`config.mk`:
```
export PLATFORM = sky130hd
export DESIGN_NAME = chirp_profile_sequencer
export DESIGN_NICKNAME = d
export VERILOG_FILES = /design/src/rtl/radar_seq_pkg.sv /design/src/rtl/chirp_profile_regfile.sv /design/src/rtl/chirp_profile_sequencer.sv
export SDC_FILE = /design/constraint.sdc
export NUM_CORES = 1
export LEC_CHECK = 0
export BUFFER_PORTS_ARGS = -buffer_cell sky130_fd_sc_hd__buf_4
export CORE_MARGIN = 5
export CORE_UTILIZATION = 55
export CTS_BUF_LIST = sky130_fd_sc_hd__clkbuf_4 sky130_fd_sc_hd__clkbuf_8
export DETAILED_ROUTE_END_ITERATION = 12
export PLACE_DENSITY_LB_ADDON = 0.08
export SLEW_MARGIN = 20
export SYNTH_ARGS = -nofsm -noshare
export SYNTH_HDL_FRONTEND = slang
export SYNTH_HIERARCHICAL = 1
export SYNTH_SLANG_ARGS = --single-unit
```
`constraint.sdc`:
```
create_clock -name clk_fmc150 -period 16.7 [get_ports clk_fmc150]
set_clock_uncertainty 0.2 [all_clocks]
set_input_delay 3.34 -clock clk_fmc150 [delete_from_list [all_inputs] [get_ports clk_fmc150]]
set_output_delay 3.34 -clock clk_fmc150 [all_outputs]
set_load 0.01 [all_outputs]
```
`src/rtl/radar_seq_pkg.sv`:
```
// Shared types and constants for the chirp profile sequencer.
// Holds the FSM state enum, table-entry field offsets and reset defaults.
package radar_seq_pkg;

    typedef enum logic [2:0] {
        S_IDLE    = 3'd0,
        S_LOAD    = 3'd1,
        S_ARMED   = 3'd2,
        S_RUN     = 3'd3,
        S_ADVANCE = 3'd4
    } seq_state_t;

    localparam int REPEAT_HI = 127;
    localparam int REPEAT_LO = 112;
    localparam int RSVD_HI   = 111;
    localparam int RSVD_LO   = 96;
    localparam int FOFF_HI   = 95;
    localparam int FOFF_LO   = 64;
    localparam int TUNE_HI   = 63;
    localparam int TUNE_LO   = 32;
    localparam int CMAX_HI   = 31;
    localparam int CMAX_LO   = 0;

    localparam logic [31:0] DEF_FOFF   = 32'h0600;
    localparam logic [31:0] DEF_TUNE   = 32'h1;
    localparam logic [31:0] DEF_CMAX   = 32'h0fff;
    localparam logic [15:0] DEF_REPEAT = 16'd1;

    function automatic logic [127:0] default_entry();
        return {DEF_REPEAT, 16'h0, DEF_FOFF, DEF_TUNE, DEF_CMAX};
    endfunction

endpackage

```
`src/rtl/chirp_profile_regfile.sv`:
```
// Chirp profile table: NUM_PROFILES x 128-bit entries, reset to defaults.
// Ports: clk_fmc150/aresetn, one sync write port (wr_*), one comb read port (rd_*).
module chirp_profile_regfile
    import radar_seq_pkg::*;
#(
    parameter int NUM_PROFILES = 4,
    parameter int PROF_W       = 2
) (
    input  logic              clk_fmc150,
    input  logic              aresetn,
    input  logic              wr_en,
    input  logic [PROF_W-1:0] wr_addr,
    input  logic [127:0]      wr_data,
    input  logic [PROF_W-1:0] rd_addr,
    output logic [127:0]      rd_data
);

    logic [127:0] mem [NUM_PROFILES];

    always_ff @(posedge clk_fmc150) begin
        if (!aresetn) begin
            for (int i = 0; i < NUM_PROFILES; i++) begin
                mem[i] <= default_entry();
            end
        end else if (wr_en) begin
            mem[wr_addr] <= wr_data;
        end
    end

    assign rd_data = mem[rd_addr];

endmodule

```
`src/rtl/chirp_profile_sequencer.sv`:
```
// Per-pulse chirp profile scheduler; steps through the profile table on chirp_done.
// Ports: cfg_* table writes/sequence length, seq/chirp handshakes in, params/status out.
module chirp_profile_sequencer
    import radar_seq_pkg::*;
#(
    parameter int NUM_PROFILES = 4,
    parameter int PROF_W       = 2
) (
    input  logic              clk_fmc150,
    input  logic              aresetn,
    input  logic              cfg_wr_en,
    input  logic [PROF_W-1:0] cfg_wr_addr,
    input  logic [127:0]      cfg_wr_data,
    input  logic [PROF_W:0]   cfg_num_profiles,
    input  logic              seq_enable,
    input  logic              chirp_ready,
    input  logic              chirp_active,
    input  logic              chirp_done,
    output logic [127:0]      chirp_parameters_out,
    output logic              params_valid,
    output logic [PROF_W-1:0] profile_idx,
    output logic [31:0]       pulse_count,
    output logic              seq_busy,
    output logic              cfg_error
);

    seq_state_t        state;
    seq_state_t        state_nxt;
    logic [PROF_W-1:0] idx;
    logic [PROF_W:0]   n_act;
    logic [PROF_W:0]   n_clamp;
    logic [PROF_W:0]   idx_inc;
    logic [15:0]       rep;
    logic [15:0]       rep_lim;
    logic              active_q;
    logic              rise;
    logic              last_rep;
    logic              wrap;
    logic              wr_reject;
    logic [127:0]      rd_data;
    logic              unused_rsvd;

    chirp_profile_regfile #(
        .NUM_PROFILES (NUM_PROFILES),
        .PROF_W       (PROF_W)
    ) u_regfile (
        .clk_fmc150 (clk_fmc150),
        .aresetn    (aresetn),
        .wr_en      (cfg_wr_en & ~wr_reject),
        .wr_addr    (cfg_wr_addr),
        .wr_data    (cfg_wr_data),
        .rd_addr    (idx),
        .rd_data    (rd_data)
    );

    assign unused_rsvd = ^rd_data[RSVD_HI:RSVD_LO];

    // The entry being played cannot change under the running sequence.
    assign wr_reject = cfg_wr_en && (state != S_IDLE) && (cfg_wr_addr == idx);

    assign rise    = chirp_active & ~active_q;
    assign rep_lim = (rd_data[REPEAT_HI:REPEAT_LO] == 16'd0) ?
                     16'd1 : rd_data[REPEAT_HI:REPEAT_LO];
    assign last_rep = (rep + 16'd1) >= rep_lim;
    assign idx_inc  = {1'b0, idx} + {{PROF_W{1'b0}}, 1'b1};
    assign wrap     = (idx_inc == n_act);

    always_comb begin
        n_clamp = cfg_num_profiles;
        if (cfg_num_profiles == '0) begin
            n_clamp = (PROF_W+1)'(1);
        end else if (cfg_num_profiles > (PROF_W+1)'(NUM_PROFILES)) begin
            n_clamp = (PROF_W+1)'(NUM_PROFILES);
        end
    end

    always_ff @(posedge clk_fmc150) begin
        if (!aresetn) begin
            state <= S_IDLE;
        end else begin
            state <= state_nxt;
        end
    end

    // A started chirp always runs to completion; enable drop is honoured in ADVANCE.
    always_comb begin
        state_nxt = state;
        unique case (state)
            S_IDLE:    if (seq_enable && chirp_ready) state_nxt = S_LOAD;
            S_LOAD:    state_nxt = S_ARMED;
            S_ARMED: begin
                if (rise)             state_nxt = S_RUN;
                else if (!seq_enable) state_nxt = S_IDLE;
            end
            S_RUN:     if (chirp_done) state_nxt = S_ADVANCE;
            S_ADVANCE: begin
                if (!seq_enable)    state_nxt = S_IDLE;
                else if (!last_rep) state_nxt = S_ARMED;
                else                state_nxt = S_LOAD;
            end
            default:   state_nxt = S_IDLE;
        endcase
    end

    always_comb begin
        params_valid = (state == S_ARMED) || (state == S_RUN);
        seq_busy     = (state != S_IDLE);
    end

    always_ff @(posedge clk_fmc150) begin
        if (!aresetn) begin
            chirp_parameters_out <= {32'h0, DEF_FOFF, DEF_TUNE, DEF_CMAX};
            profile_idx          <= '0;
            pulse_count          <= 32'h0;
            cfg_error            <= 1'b0;
            active_q             <= 1'b0;
            idx                  <= '0;
            n_act                <= (PROF_W+1)'(1);
            rep                  <= 16'd0;
        end else begin
            active_q  <= chirp_active;
            cfg_error <= wr_reject;
            case (state)
                S_IDLE: begin
                    if (state_nxt == S_LOAD) begin
                        n_act       <= n_clamp;
                        idx         <= '0;
                        rep         <= 16'd0;
                        pulse_count <= 32'h0;
                    end
                end
                S_LOAD: begin
                    chirp_parameters_out <= {32'h0, rd_data[FOFF_HI:CMAX_LO]};
                    profile_idx          <= idx;
                end
                S_ADVANCE: begin
                    pulse_count <= pulse_count + 32'd1;
                    if (seq_enable) begin
                        if (!last_rep) begin
                            rep <= rep + 16'd1;
                        end else begin
                            rep <= 16'd0;
                            idx <= wrap ? '0 : idx_inc[PROF_W-1:0];
                        end
                    end
                end
                default: ;
            endcase
        end
    end

endmodule

```
Word-level counts from Yosys, hierarchy flattened. Memories as Yosys holds them, arrays and structs flattened. A register that Yosys moved wholly into a read port is not among the register bits. Cells that the tools add are included.

Bitwise logic cells: 4. Add/subtract/negate cells: 3. Reduce and logical (&&, ||, !) cells: 14. Order comparisons: 2. Eq/ne operators: 10. Multiplexer cells: 30.

Operators with widths (number): 128-bit two-way mux (1); 128-bit OR reduction (1); 16-bit two-way mux (4); 32-bit case mux with 2 select lines (1); 32-bit by 1-bit adder with 32-bit output, second input constant (1); 32-bit two-way mux (1); 16-bit case mux with 2 select lines (1); 2-bit two-way mux (9); 3-bit two-way mux (6); 16-bit by 1-bit adder with 16-bit output, second input constant (1); 16-bit >= comparator (1); 16-bit logical NOT (1); 3-bit case mux with 5 select lines (1); 3-bit by 1-bit == test with 1-bit output, second input constant (2); 3-bit by 2-bit == test with 1-bit output, second input constant (2); 3-bit logical NOT (2); 2-bit != test, second input constant (3); 1-bit two-way mux (5); 2-bit case mux with 2 select lines (1); 2-bit AND reduction (2); 4-bit AND reduction (1); 2-bit by 1-bit adder with 3-bit output, second input constant (1); 3-bit == test (1); 3-bit == test, second input constant (1); other kinds (9) (13).

Input port bits: 140. Flip-flop bits (word level): 156. RAM bits: 512. Logic and storage cells: 73. Memories kept: 1.

Memories: u_regfile.mem (depth 4, width 128, rd ports 1, clocked after memory_dff 1, write ports 4, line chirp_profile_regfile.sv:18) `logic [127:0] mem [NUM_PROFILES];`.

Longest topological paths before layout. Gate-level depths: netlist of the first run.

Depth after elaboration: 11. Gate-level depth with buffers: 14. Depth with buffers taken out: 13.

By module. Netlist of the first run, hierarchy kept.

Modules (own cells, without submodules): chirp_profile_regfile (instances 1, area each 22089.9 um2, cells each 1261); chirp_profile_sequencer (instances 1, area each 7273.2 um2, cells each 904).

Worst setup path after synthesis of the first run. No wires, ideal clock.

Path type: in2reg. From: input cfg_wr_addr[0]. To: memory u_regfile.mem[2][0], enable pin. Setup time: 0.792 ns. Arrival: 12.914 ns. Stages: 6. Required time: 15.708 ns. Slack: 2.794 ns. Cell sequence: xnor2_1 and3_1 nor2b_1 buf_4 nand2b_1 o21ai_0.

RTL lines: from (decl) (line chirp_profile_sequencer.sv:12) `input logic [PROF_W-1:0] cfg_wr_addr,`; to (decl) (line chirp_profile_regfile.sv:18).

==> flow_summary.html, run 1 <==
<table>
<tr><th>Metric</th><th>Value</th></tr>
<tr><th colspan="2">Global route</th></tr>
<tr><td>Global-route wire length before repair</td><td>98.0 mm</td></tr>
<tr><td>Total global routing track utilization</td><td>23.7%</td></tr>
<tr><td>Initial antenna violation count</td><td>10</td></tr>
<tr><td>Maximum number of pins on one net before global-route repair</td><td>108</td></tr>
<tr><td>Remaining global-route overflow</td><td>0</td></tr>
<tr><td>Number of global-route vias before repair</td><td>17269</td></tr>
<tr><th colspan="2">Layout</th></tr>
<tr><td>Most common cell after layout, fill and taps aside</td><td>sky130_fd_sc_hd__edfxtp_1</td></tr>
<tr><td>Layout Nets</td><td>2409</td></tr>
<tr><td>Highest-count cells in the layout ignoring fill and taps</td><td>sky130_fd_sc_hd__edfxtp_1 (448), sky130_fd_sc_hd__and2_1 (294), sky130_fd_sc_hd__buf_4 (277)</td></tr>
<tr><td>Final design area excluding fillers</td><td>30900 µm²</td></tr>
<tr><td>Area growth, synth to finish</td><td>15.9%</td></tr>
<tr><td>Proportion of layout cells with a drive suffix above 1</td><td>25.7%</td></tr>
<tr><th colspan="2">Worst setup path</th></tr>
<tr><td>Max FO, Critical Path</td><td>53</td></tr>
<tr><td>Critical path launch point type</td><td>input pin</td></tr>
<tr><td>Logic depth of the worst register-to-register path</td><td>11</td></tr>
<tr><td>Required time of the critical path</td><td>16.78 ns</td></tr>
<tr><td>Crit path DAT</td><td>6.93 ns</td></tr>
<tr><td>Crit end category</td><td>register</td></tr>
<tr><td>Worst reg2reg startpoint</td><td>idx[0]</td></tr>
<tr><td>Reg-to-reg setup timing slack</td><td>11.49 ns</td></tr>
<tr><td>Setup Crit Path Kind</td><td>input pin to register</td></tr>
<tr><td>Capture point of the worst reg-to-reg path</td><td>rep[14]</td></tr>
<tr><th colspan="2">Drt</th></tr>
<tr><td>Final ANT Viol Nets</td><td>0</td></tr>
<tr><td>Vias/cell</td><td>5.62</td></tr>
<tr><td>Detail-routed net length per standard cell</td><td>21.5 µm</td></tr>
<tr><td>Via count</td><td>16608</td></tr>
<tr><td>Initial drt markers</td><td>1044</td></tr>
<tr><td>DR DRC count</td><td>0</td></tr>
<tr><td>Routed WL</td><td>63.4 mm</td></tr>
<tr><td>Pre-Repair DR Iteration Count</td><td>5</td></tr>
<tr><th colspan="2">Placed design</th></tr>
<tr><td>Weighted congestion at the end of routability-driven global placement</td><td>0.836</td></tr>
<tr><td>Post-DP HPWL</td><td>35.5 mm</td></tr>
<tr><td>Total placed instance area</td><td>28700 µm²</td></tr>
<tr><td>Pre-CTS setup slack</td><td>9.10 ns</td></tr>
<tr><td>I/O Buffers</td><td>256</td></tr>
<tr><th colspan="2">Clocking</th></tr>
<tr><td>Clk Tree Root Cell</td><td>sky130_fd_sc_hd__clkbuf_8</td></tr>
<tr><td>Clock Sinks</td><td>604</td></tr>
<tr><td>CTS tree</td><td>done</td></tr>
<tr><td>Buffer count from post-CTS setup fixing</td><td>0</td></tr>
<tr><td># resized after CTS</td><td>0</td></tr>
<tr><td>Clock network latency to the later pin of the worst-skew pair</td><td>0.68 ns</td></tr>
<tr><td>Clock transition at path regs</td><td>0.06 ns</td></tr>
<tr><td>Maximum buffer depth of the clock tree</td><td>3</td></tr>
<tr><td>Total of hold buffers inserted after clock tree synthesis</td><td>0</td></tr>
<tr><td>Htree depth</td><td>3</td></tr>
<tr><td>Clock buffer count from CTS</td><td>99</td></tr>
<tr><th colspan="2">Timing</th></tr>
<tr><td>Clock period minus worst slack</td><td>6.85 ns</td></tr>
<tr><td>Final Max Tran Viols</td><td>0</td></tr>
<tr><td>Number of setup violations in the final report</td><td>0</td></tr>
<tr><td>Max Clock Freq</td><td>0.146 GHz</td></tr>
<tr><td>Worst Max-Slew Pin Slew</td><td>1.08 ns</td></tr>
<tr><td>Relative max-transition margin</td><td>27.9%</td></tr>
<tr><td>Hold Vio Cnt, Final</td><td>0</td></tr>
<tr><td>RSZ-0062 raised after global routing</td><td>false</td></tr>
<tr><td>Final period utilization</td><td>41.0%</td></tr>
<tr><td>Min setup slack post-route</td><td>9.85 ns</td></tr>
<tr><td>Total negative setup slack</td><td>0 ns</td></tr>
<tr><th colspan="2">Outcome</th></tr>
<tr><td>Outcome</td><td>finished clean</td></tr>
<tr><th colspan="2">Die</th></tr>
<tr><td>Core area</td><td>47800 µm²</td></tr>
<tr><td>Die width</td><td>230 µm</td></tr>
<tr><td>Die height</td><td>230 µm</td></tr>
<tr><td>Number of I/O pins</td><td>305</td></tr>
<tr><td>Initial Utilization</td><td>55.7%</td></tr>
<tr><td>Full die area</td><td>52900 µm²</td></tr>
<tr><td>Core Rows</td><td>80</td></tr>
<tr><th colspan="2">Power and ir drop</th></tr>
<tr><td>Leakage power of the design</td><td>11.8 nW</td></tr>
<tr><td>Total power of the final layout</td><td>3.27 mW</td></tr>
<tr><td>Peak supply drop</td><td>0.0000789 V</td></tr>
<tr><td>Pwr dens</td><td>106 nW/µm²</td></tr>
<tr><th colspan="2">Min path</th></tr>
<tr><td>Worst hold path endpoint</td><td>chirp_parameters_out[56]</td></tr>
<tr><td>Hold Path Stages</td><td>2</td></tr>
<tr><td>Hold path startpoint</td><td>chirp_parameters_out[56]</td></tr>
<tr><td>Path category of the worst min-delay check</td><td>register to register</td></tr>
<tr><th colspan="2">Yosys</th></tr>
<tr><td>Warnings from Yosys</td><td>6</td></tr>
<tr><td>Area of the mapped netlist</td><td>26600 µm²</td></tr>
<tr><td>Post-Synthesis Mean Instance Area</td><td>13.2 µm²</td></tr>
<tr><td>Mapped Cells</td><td>2014</td></tr>
<tr><th colspan="2">Job</th></tr>
<tr><td>Reported max-cap violation count</td><td>0</td></tr>
</table>
## per-layer routing
metal | up-vias | wire length (µm) | GRT usage (%)
li1 | 7691 | - | -
met1 | 8316 | 26000 | 30.3
met2 | 483 | 31200 | 39.9
met3 | 102 | 4780 | 6.99
met4 | 16 | 1310 | 6.56
met5 | - | 102 | 0
## power by group
group / switching (mW) / total (mW) / internal [mW]
registers: 0.0217 / 1.71 / 1.69
logic: 0.120 / 0.201 / 0.0803
clock network: 0.580 / 1.36 / 0.778
## worst max-delay path: stages
cell	delay, ns
sky130_fd_sc_hd__buf_4	0.15
sky130_fd_sc_hd__xnor2_1	0.13
sky130_fd_sc_hd__and3_1	0.26
sky130_fd_sc_hd__nor2b_4	0.11
sky130_fd_sc_hd__buf_4	0.54
sky130_fd_sc_hd__buf_4	0.63
sky130_fd_sc_hd__nand2b_1	0.25
sky130_fd_sc_hd__o21ai_4	0.72
sky130_fd_sc_hd__buf_4	0.75
## registers in the layout, summed over array words and instances, names as in the netlist
| signal | cells |
|---|---|
| active_q | 1 |
| cfg_error | 1 |
| chirp_parameters_out | 96 |
| idx | 2 |
| n_act | 3 |
| profile_idx | 2 |
| pulse_count | 32 |
| rep | 16 |
| state | 3 |
| u_regfile/mem | 448 |
## how the worst max path moves through the flow
stage                   start                    end  slack, ns  cells after the start
2_1_floorplan  cfg_wr_addr[0]    u_regfile/mem[2][0]       3.96                      6
3_3_place_gp   cfg_wr_addr[1]   u_regfile/mem[2][63]       9.09                      9
3_5_place_dp   cfg_wr_addr[0]   u_regfile/mem[2][38]       9.10                      9
4_1_cts        cfg_wr_addr[0]  u_regfile/mem[2][118]       9.83                      9
5_1_grt        cfg_wr_addr[0]  u_regfile/mem[2][118]       9.69                      9
6_report       cfg_wr_addr[1]  u_regfile/mem[2][118]       9.85                      9
## area by class of cell
| class | instances | area [µm²] |
|---|---|---|
| diodes | 4 | 10.0 |
| flip-flops and latches | 604 | 16600 |
| multi-input cells | 1245 | 9210 |
| repair buffers | 278 | 2090 |
| well taps | 615 | 769 |
| clock buffers | 161 | 1930 |
| clock inverters | 24 | 200 |
| inverters | 22 | 82.6 |
| fillers | 3667 | 17000 |
## per-stage QoR
step / std cells / utilization [%] / hold slack (ns)
final: 2953 / 64.5 / 0.267
after global routing: 2951 / 64.5 / 0.285
after CTS: 2949 / 64.5 / 0.269
after detailed placement: 2764 / 60.1 / 0.261
after global placement: 2764 / 60.1 / 0.252
after floorplan: 2045 / - / 0.255
Note: power is estimated with default switching activity, not from simulation.
==> run 2: changes to the inputs <==
Clock period 16.7 ns to 6.22 ns, I/O delays scaled along.
==> run 2 against run 1 <==
  * Cell area rose by 0.19%
  * Power grew to 2.7 times the previous value
  * Via count shrank 0.28%
  * Hold slack about the same
  * Clock power rose to 2.6 times the previous value
  * Count of clock-buffer cells in the layout grew 1
  * Critical path depth fell by 1
  * Register-to-register slack worse by 9.6 ns
  * Non-clock buffer count rose by 3
  * Critical path type is now register to register
  * Critical endpoint is now u_regfile/mem[2][1]
  * Largest cell class unchanged
  * Highest routed layer unchanged
==> flow_summary.html, run 2 (synthesis gave the netlist of run 1 again) <==
<table>
<tr><th>Metric</th><th>Value</th></tr>
<tr><th colspan="2">Outcome</th></tr>
<tr><td>Outcome</td><td>finished clean</td></tr>
<tr><th colspan="2">Clocking</th></tr>
<tr><td>Clock Sinks</td><td>604</td></tr>
<tr><td># resized after CTS</td><td>0</td></tr>
<tr><td>CTS tree</td><td>done</td></tr>
<tr><td>Clock buffer count from CTS</td><td>100</td></tr>
<tr><td>Htree depth</td><td>3</td></tr>
<tr><td>Clock network latency to the later pin of the worst-skew pair</td><td>0.68 ns</td></tr>
<tr><td>Maximum buffer depth of the clock tree</td><td>3</td></tr>
<tr><td>Clk Tree Root Cell</td><td>sky130_fd_sc_hd__clkbuf_8</td></tr>
<tr><td>Clock transition at path regs</td><td>0.06 ns</td></tr>
<tr><td>Total of hold buffers inserted after clock tree synthesis</td><td>0</td></tr>
<tr><td>Buffer count from post-CTS setup fixing</td><td>0</td></tr>
<tr><th colspan="2">Layout</th></tr>
<tr><td>Largest register FFs</td><td>448</td></tr>
<tr><td>Proportion of layout cells with a drive suffix above 1</td><td>25.9%</td></tr>
<tr><td>Most common cell after layout, fill and taps aside</td><td>sky130_fd_sc_hd__edfxtp_1</td></tr>
<tr><td>Total of fill cells in the finished design</td><td>3687</td></tr>
<tr><td>Share of the core filled with cells</td><td>64.7%</td></tr>
<tr><td>Highest-count cells in the layout ignoring fill and taps</td><td>sky130_fd_sc_hd__edfxtp_1 (448), sky130_fd_sc_hd__and2_1 (294), sky130_fd_sc_hd__buf_4 (275)</td></tr>
<tr><td>Layout Nets</td><td>2413</td></tr>
<tr><td>Biggest regs</td><td>u_regfile/mem x448, chirp_parameters_out x96, pulse_count x32</td></tr>
<tr><td>Area growth, synth to finish</td><td>16.1%</td></tr>
<tr><td>Largest register by flop count</td><td>u_regfile/mem</td></tr>
<tr><th colspan="2">Timing</th></tr>
<tr><td>Max Clock Freq</td><td>0.232 GHz</td></tr>
<tr><td>Final Max Tran Viols</td><td>0</td></tr>
<tr><td>Total negative setup slack</td><td>0 ns</td></tr>
<tr><td>Final period utilization</td><td>69.4%</td></tr>
<tr><td>Min setup slack post-route</td><td>1.90 ns</td></tr>
<tr><td>Hold Vio Cnt, Final</td><td>0</td></tr>
<tr><td>Number of setup violations in the final report</td><td>0</td></tr>
<tr><td>RSZ-0062 raised after global routing</td><td>false</td></tr>
<tr><td>Worst Max-Slew Pin Slew</td><td>1.15 ns</td></tr>
<tr><td>Clock period minus worst slack</td><td>4.32 ns</td></tr>
<tr><td>Relative max-transition margin</td><td>23.5%</td></tr>
<tr><th colspan="2">Worst setup path</th></tr>
<tr><td>Crit path DAT</td><td>4.54 ns</td></tr>
<tr><td>Critical path's slowest cell</td><td>sky130_fd_sc_hd__and4b_4</td></tr>
<tr><td>Longest individual stage delay on the worst path</td><td>0.94 ns</td></tr>
<tr><td>Endpoint of the most critical setup path</td><td>u_regfile/mem[2][1]</td></tr>
<tr><td>Worst reg2reg startpoint</td><td>idx[0]</td></tr>
<tr><td>Setup Crit Path Kind</td><td>register to register</td></tr>
<tr><td>CP Launch Point</td><td>idx[0]</td></tr>
<tr><td>Most Frequent Cell on Critical Path</td><td>sky130_fd_sc_hd__buf_4</td></tr>
<tr><td>Logic depth of the worst register-to-register path</td><td>8</td></tr>
<tr><td>Critical path launch point type</td><td>register</td></tr>
<tr><td>Max FO, Critical Path</td><td>56</td></tr>
<tr><td>Family with the most delay on the worst path</td><td>buffers and inverters</td></tr>
<tr><td>Cell chain of the critical path</td><td>buf_4 &gt; xnor2_1 &gt; and3_1 &gt; nor2b_4 &gt; buf_4 &gt; and4b_4 &gt; buf_4 &gt; nand2b_1</td></tr>
<tr><td>Required time of the critical path</td><td>6.45 ns</td></tr>
<tr><td>Buffers &amp; Inverters on Critical Path</td><td>3</td></tr>
<tr><td>Reg-to-reg setup timing slack</td><td>1.90 ns</td></tr>
<tr><td>Capture point of the worst reg-to-reg path</td><td>u_regfile/mem[2][1]</td></tr>
<tr><td>Critical Path Stages</td><td>8</td></tr>
<tr><td>Crit end category</td><td>register</td></tr>
<tr><th colspan="2">Power and ir drop</th></tr>
<tr><td>Peak supply drop</td><td>0.000185 V</td></tr>
<tr><td>Pwr dens</td><td>282 nW/µm²</td></tr>
<tr><td>Leakage power of the design</td><td>11.9 nW</td></tr>
<tr><th colspan="2">Placed design</th></tr>
<tr><td>Pre-CTS setup slack</td><td>1.72 ns</td></tr>
<tr><td>I/O Buffers</td><td>256</td></tr>
<tr><td>Weighted congestion at the end of routability-driven global placement</td><td>0.819</td></tr>
<tr><td>Post-DP HPWL</td><td>36.1 mm</td></tr>
<tr><th colspan="2">Die</th></tr>
<tr><td>Number of I/O pins</td><td>305</td></tr>
<tr><td>Die width</td><td>230 µm</td></tr>
<tr><td>Full die area</td><td>52900 µm²</td></tr>
<tr><td>Initial Utilization</td><td>55.7%</td></tr>
<tr><td>Core area</td><td>47800 µm²</td></tr>
<tr><td>Core Rows</td><td>80</td></tr>
<tr><td>Die height</td><td>230 µm</td></tr>
<tr><th colspan="2">Global route</th></tr>
<tr><td>Initial antenna violation count</td><td>11</td></tr>
<tr><td>Remaining global-route overflow</td><td>0</td></tr>
<tr><td>Maximum number of pins on one net before global-route repair</td><td>143</td></tr>
<tr><td>Number of global-route vias before repair</td><td>17243</td></tr>
<tr><td>Total global routing track utilization</td><td>23.5%</td></tr>
<tr><td>Global-route wire length before repair</td><td>97.5 mm</td></tr>
<tr><th colspan="2">Drt</th></tr>
<tr><td>Detail-routed net length per standard cell</td><td>21.3 µm</td></tr>
<tr><td>Vias/cell</td><td>5.59</td></tr>
<tr><td>Initial drt markers</td><td>1066</td></tr>
<tr><td>Pre-Repair DR Iteration Count</td><td>5</td></tr>
<tr><td>Final ANT Viol Nets</td><td>0</td></tr>
<tr><td>Routed WL</td><td>63.0 mm</td></tr>
<tr><td>Via count</td><td>16561</td></tr>
<tr><td>DR DRC count</td><td>0</td></tr>
<tr><th colspan="2">Min path</th></tr>
<tr><td>Path category of the worst min-delay check</td><td>register to register</td></tr>
<tr><td>Hold Path Stages</td><td>2</td></tr>
<tr><th colspan="2">Job</th></tr>
<tr><td>Reported max-cap violation count</td><td>0</td></tr>
</table>
## run 2: area by class of cell
type | count | area [µm²] | share of cell area (%)
diodes | 6 | 15.0 | 0.0485
clock buffers | 162 | 1950 | 6.32
clock inverters | 26 | 148 | 0.477
inverters | 22 | 82.6 | 0.267
multi-input cells | 1245 | 9210 | 29.8
flip-flops and latches | 604 | 16600 | 53.6
well taps | 615 | 769 | 2.49
repair buffers | 281 | 2180 | 7.03
## run 2: worst min-delay path, stage by stage, from the launching register on
cell	delay (ns)
sky130_fd_sc_hd__dfxtp_1	0.31
sky130_fd_sc_hd__nand2_1	0.05
sky130_fd_sc_hd__a21boi_0	0.06
## run 2: power by group
group / internal, mW / switching [mW]
Sequential: 4.54 / 0.0585
Clock: 1.99 / 1.57
Combinational: 0.221 / 0.325
Total: 6.76 / 1.95
## run 2: per-layer routing
layer | GRT usage [%] | part of all wire (%)
met1 | 30.7 | 42
met2 | 39.5 | 50
met3 | 6.07 | 6.6
met4 | 6.84 | 2.1
met5 | 0 | 0.15
## run 2: worst min-delay path by stage
stage                                  start                        to
global route        chirp_parameters_out[45]  chirp_parameters_out[45]
detailed placement  chirp_parameters_out[31]  chirp_parameters_out[31]
CTS                 chirp_parameters_out[31]  chirp_parameters_out[31]
global placement    chirp_parameters_out[81]  chirp_parameters_out[81]
floorplan                           n_act[2]                  n_act[2]
finish              chirp_parameters_out[31]  chirp_parameters_out[31]
## run 2: through the flow
step | hold slack [ns] | area, µm² | std cells | power (mW)
4_1_cts | 0.270 | 30900 | 2955 | 8.80
5_1_grt | 0.287 | 30900 | 2960 | 9.05
2_1_floorplan | 0.255 | 26800 | 2045 | 5.00
6_report | 0.267 | 30900 | 2961 | 8.71
3_5_place_dp | 0.262 | 28800 | 2767 | 5.24
3_3_place_gp | 0.254 | 28800 | 2767 | 5.21
